### src/rtl/alu_result_buffer.sv
// alu_result_buffer: queues signed ALU results in a show-ahead FIFO with flag tagging and a sticky overflow.
// Define ALU_RES_STATS_EN to build the saturating drop counter; otherwise drop_cnt is tied to zero.
module alu_result_buffer #(
    parameter int OUTPUT_WIDTH = 6,
    parameter int DEPTH        = 4,
    parameter int MAXPOSOP     = 30,
    parameter int MAXNEGOP     = -30,
    parameter int CNT_WIDTH    = 8
) (
    input  logic                         clk,
    input  logic                         rst_n,
    input  logic                         in_valid,
    input  logic [OUTPUT_WIDTH-1:0]      in_data,
    output logic                         out_valid,
    input  logic                         out_ready,
    output logic [OUTPUT_WIDTH-1:0]      out_data,
    output logic [2:0]                   out_flags,
    output logic [$clog2(DEPTH):0]       level,
    output logic                         ovf,
    input  logic                         ovf_clr,
    output logic [CNT_WIDTH-1:0]         drop_cnt
);
    localparam int AW = $clog2(DEPTH);
    localparam int LW = AW + 1;

    logic [OUTPUT_WIDTH-1:0] mem [DEPTH];
    logic [AW-1:0]           rd_ptr;
    logic [AW-1:0]           wr_ptr;
    logic                    pop;
    logic                    push;
    logic                    drop;

    // A full FIFO still accepts a write when the head leaves in the same cycle.
    assign pop       = out_valid & out_ready;
    assign push      = in_valid & ((level < LW'(DEPTH)) | pop);
    assign drop      = in_valid & ~push;
    assign out_valid = level != '0;
    assign out_data  = mem[rd_ptr];

    always_comb begin
        out_flags[0] = out_data == '0;
        out_flags[1] = out_data[OUTPUT_WIDTH-1];
        out_flags[2] = (out_data == OUTPUT_WIDTH'(MAXPOSOP)) | (out_data == OUTPUT_WIDTH'(MAXNEGOP));
    end

    always_ff @(posedge clk) begin
        if (push) mem[wr_ptr] <= in_data;
    end

    always_ff @(posedge clk or negedge rst_n) begin
        if (!rst_n) begin
            rd_ptr <= '0;
            wr_ptr <= '0;
            level  <= '0;
            ovf    <= 1'b0;
        end else begin
            rd_ptr <= rd_ptr + AW'(pop);
            wr_ptr <= wr_ptr + AW'(push);
            level  <= level + LW'(push) - LW'(pop);
            ovf    <= drop ? 1'b1 : (ovf_clr ? 1'b0 : ovf);
        end
    end

`ifdef ALU_RES_STATS_EN
    always_ff @(posedge clk or negedge rst_n) begin
        if (!rst_n)
            drop_cnt <= '0;
        else if (ovf_clr)
            drop_cnt <= CNT_WIDTH'(drop);
        else if (drop && drop_cnt != '1)
            drop_cnt <= drop_cnt + 1'b1;
    end
`else
    assign drop_cnt = '0;
`endif
endmodule
### config.mk
export PLATFORM = sky130hd
export DESIGN_NAME = alu_result_buffer
export DESIGN_NICKNAME = d
export VERILOG_FILES = /design/src/rtl/alu_result_buffer.sv
export SDC_FILE = /design/constraint.sdc
export NUM_CORES = 1
export LEC_CHECK = 0
export CAP_MARGIN = 0
export CORE_UTILIZATION = 52
export CTS_CLUSTER_SIZE = 28
export DETAILED_ROUTE_END_ITERATION = 7
export PLACE_DENSITY_LB_ADDON = 0.2
export RECOVER_POWER = 25
export REMOVE_ABC_BUFFERS = 1
export SETUP_SLACK_MARGIN = 0.1
export SYNTH_ARGS = -nofsm -noshare
export SYNTH_HDL_FRONTEND = slang
export SYNTH_SLANG_ARGS = --single-unit
export TNS_END_PERCENT = 20
### constraint.sdc
create_clock -name clk -period 4.4 [get_ports clk]
set_input_delay 0.88 -clock clk [delete_from_list [all_inputs] [get_ports clk]]
set_output_delay 0.88 -clock clk [all_outputs]
set_load 0.01 [all_outputs]
# Word level (Yosys, flattened, before mapping)
# Memory sizes are Yosys's and may differ from the RTL's.
# Cells that the tools add are included.
dict set report totals {
  register_bits 8
  ramBits 24
  output_inout_bits 22
  word_cells 25
  mem_count 1
}
dict set report op_classes {
  addsub 4
  order_cmp 1
  n_eq_ne 2
  mux 4
  bitwise_logic 6
  reduce_logical 3
}
# name words width read_ports rd_clocked_by_memory_dff write_ports line
set mem_list {}
lappend mem_list {mem 4 6 1 0 1 26} ;# logic [OUTPUT_WIDTH-1:0] mem [DEPTH];
# operator n
set op_table {}
lappend op_table {{6-bit by 5-bit equality test with 1-bit output, second input constant} 1}
lappend op_table {{6-bit equality test, second input constant} 1}
lappend op_table {{6-bit zero test} 1}
lappend op_table {{2-bit by 1-bit adder with 2-bit output} 2}
lappend op_table {{1-bit two-way mux} 4}
lappend op_table {{3-bit by 1-bit adder with 3-bit output} 1}
lappend op_table {{1-bit AND} 3}
lappend op_table {{3-bit less-than comparator, second input constant} 1}
lappend op_table {{3-bit nonzero test} 1}
lappend op_table {{3-bit by 1-bit subtractor with 3-bit output} 1}
lappend op_table {{1-bit bitwise OR} 2}
lappend op_table {{2-bit nonzero test} 1}
lappend op_table {{1-bit inverter} 1}

# Logic depth before layout (Yosys ltp)
dict set report depth {
  word_depth 7
  depth_mapped 8
}

# Worst setup path after synthesis
# Ideal clock, no wire load.
dict set report synth_timing {
  path_kind {register to output}
  start {register rd_ptr[0]}
  end {output port out_flags[0]}
  arrival_time_ns 1.814
  required_ns 3.520
  slack_ns 1.706
  path_stages_with_launch 5
  path_cell_list {dfrtp_1 -> buf_6 -> mux4_2 -> or4_1 -> nor3_1}
}
dict set report synth_between {
  elab_chain_cells 2
}
# element line
set synth_rtl {}
lappend synth_rtl {{start: declaration} 27} ;# logic [AW-1:0] rd_ptr;
lappend synth_rtl {{start signal: assignment} 57} ;# rd_ptr <= rd_ptr + AW'(pop);
lappend synth_rtl {{memory 4 x 6 bit} n/a}
lappend synth_rtl {{named net out_data[2]} 16} ;# output logic [OUTPUT_WIDTH-1:0] out_data,
lappend synth_rtl {{6-bit zero test} 41} ;# out_flags[0] = out_data == '0;
lappend synth_rtl {{end: declaration} 17} ;# output logic [2:0] out_flags,
# The timed path passes the listed nets, and every way through them passes these cells.

# Worst setup path after layout
dict set report layout_timing {
  start {register rd_ptr[0]}
  end {output port out_flags[0]}
}
dict set report layout_between {
  elab_chain_cells 2
}
# element line
set layout_rtl {}
lappend layout_rtl {{memory 4 x 6 bit} n/a}
lappend layout_rtl {{6-bit zero test} 41}
# Every way passes these cells.

==> flow_summary.yaml <==
die:
  core_area_sq_um: 2477
  die_x_um: 53.36
  start_util: 0.5535
  core.rowCount: 18
  io_pins: 33
  chipHeight_um: 53.36
  die-area_sq_um: 2847
clocking:
  clk_path_buf_depth: 2
  cts.sinks: 32
  clk_latency_ns: 0.32
  cts.repair.resized: 0
  cts-root-buf: "clkbuf_4"
  h-tree-depth: 2
  numCtsBuffers: 5
  post-cts-setup-buffers: 0
  cts_hold_buf: 0
  cts_tree: "done"
  clkTransAtPathRegs_ns: 0.09
setup_path:
  crit_end: "out_flags[0]"
  critPathMaxFanout: 8
  worstSetupPathType: "reg -> out"
  r2r_start: "level[1]"
  required_ns: 3.52
  start_kind: "register"
  r2r-end: "level[2]"
  crit_path_end_kind: "output pin"
  ff2ff_setup_slack_ns: 2.23
  cp-startpoint: "rd_ptr[0]"
  r2r_cells: 8
  critical_path_arrival_ns: 2.77
grt:
  grt_pass1_wl_mm: 3.215
  grt_pass1_vias: 704
  grt_overflow: 0
  grt_max_degree: 10
  antenna_found_initial: 0
  grt_use_total: 0.1741
route:
  drc_errors: 0
  vias: 731
  wire_per_inst_um: 14.36
  ant_nets: 0
  drt_pass1_iterations: 3
  drtIter0Drc: 6
  wirelength_mm: 2.011
  viasPerCell: 5.221
timing:
  fin_tns_setup_ns: 0
  clock_skew_ns: 0.006456
  min_period_ns: 3.650
  slew_headroom: 0.3524
  rsz0062_at_grt: "no"
  maxSlewViolCount: 0
  finalSetupViolCount: 0
  fmax_mhz: 274.0
  fin_ws_ns: 0.7497
  worst_pin_slew_ns: 0.9640
  hold_viol_final: 0
  post-route-period-util: 0.8296
synth:
  synth_flop_cell: "edfxtp_1"
  synth_warnings: 0
  avgSynthCellArea_sq_um: 16.93
  synth-edff-count: 24
  syn_area_sq_um: 1371
  ys_seq_elements: 32
  yosysUniqueCellTypes: 27
  synth_seq_area_share: 0.6715
  synthCells: 81
  async_flop_share: 0.2500
finish:
  ff_latch_area_sq_um: 920.9
  nets: 123
  drive_gt1_frac: 0.09091
  n_fill_cell: 202
  multiInputGateArea_sq_um: 375.4
  syn_to_final_growth_pct: 20.26
  antenna_cells: 0
place:
  port-buffer-count: 24
  place_congestion: 0.6914
  dp_hpwl_mm: 1.443
  place_ws_ns: 1.078
power:
  power.density_nw_per_um2: 616.0
  leakagePower_uw: 0.0006119
  peakVddDrop_uv: 414.1
run_status:
  status: "complete, no violations"
min_path:
  hold_class: "reg -> reg"
job:
  cap_viol_max_count: 0
==> area by class of cell <==
type	count	area share
Multi-Input combinational cell	40	0.2276
Inverter	5	0.01138
Clock inverter	1	0.002276
Timing Repair Buffer	25	0.1502
Sequential cell	32	0.5584
Clock buffer	7	0.02731
Tap cell	30	0.02276
==> flip-flops by register name, summed over array words and instances, names as in the netlist <==
signal  cells
rd_ptr      2
wr_ptr      2
mem        24
level       3
ovf         1
==> power by group <==
part           internal, uW  switching, uW  total, uW
logic                   231            164        395
clock network          61.3           90.2        152
registers               404           65.7        470
==> logic make-up (layout without fill, tap and decap cells) <==
logic type,count (synthesis),count (layout),share of synthesized area
mux,7,7,0.1113
compound gates,2,2,0.008211
xor+xnor,5,5,0.03193
buf+inv,16,38,0.07390
simple gates,15,15,0.06752
other cells,1,8,0.002735
fa+ha+maj,3,3,0.03284
flops,32,32,0.6715
==> worst min-delay path by stage <==
stage	from	end	cells after the start
2_1_floorplan	wr_ptr[1]	wr_ptr[1]	1
6_report	ovf	ovf	2
3_3_place_gp	wr_ptr[1]	wr_ptr[1]	1
4_1_cts	ovf	ovf	2
5_1_grt	ovf	ovf	2
3_5_place_dp	level[0]	level[0]	1
==> worst max-delay path: stages (launching register included) <==
cell             delay, ns
dfrtp_1               0.62
mux4_2                0.60
or4_1                 0.53
nor3_1                0.14
clkdlybuf4s50_1       0.56
==> placed cells by master, fill, tap and decap left out <==
cell and count:
mux2i_1 1, and3_1 1, dlygate4sd3_1 5, nor3_1 2
nand2b_1 2, edfxtp_1 24, buf_4 1, clkdlybuf4s50_1 19
or3_1 1, or4b_1 1, ha_1 2, conb_1 8
a21oi_1 1, mux4_2 4, nand2_1 2, nand3_1 1
mux4_1 2, xnor2_1 4, inv_1 5, nor3b_1 2
clkbuf_4 5, fa_1 1, nand4b_1 1, clkbuf_1 2
or4_1 1, xor2_1 1, o22ai_1 1, clkinv_1 1
dfrtp_1 8, nor2_1 1
==> metrics by stage <==
step,cells,cell area (sq um),total power [uW],hold slack (ns),utilization
finish,140,1649,1016,0.5361,0.6657
global route,140,1649,1084,0.5667,0.6657
CTS,140,1649,1030,0.5425,0.6657
detailed placement,132,1600,878.7,0.5265,0.6460
global placement,132,1600,863.4,0.5126,0.6460
floorplan,77,1315,684.4,0.4876,-
==> synth_stat cells (2+ instances only) <==
library cell  number  share of area
nand2b_1           2         0.0091
nor3_1             2         0.0073
mux4_2             4          0.066
buf_4              9          0.049
mux4_1             2          0.038
ha_1               2          0.018
nand2_1            2         0.0055
dfrtp_1            8           0.15
edfxtp_1          24           0.53
nor3b_1            2          0.011
inv_1              5          0.014
xnor2_1            4          0.026
==> metal layers <==
layer | part of all wire | track usage | routed length (um)
met1 | 0.43 | 0.2209 | 873
met2 | 0.48 | 0.2604 | 974
met3 | 0.053 | 0.04310 | 106
met4 | 0.028 | 0.1184 | 57
met5 | 0 | 0 | 0
(Power assumes the default switching activity.)
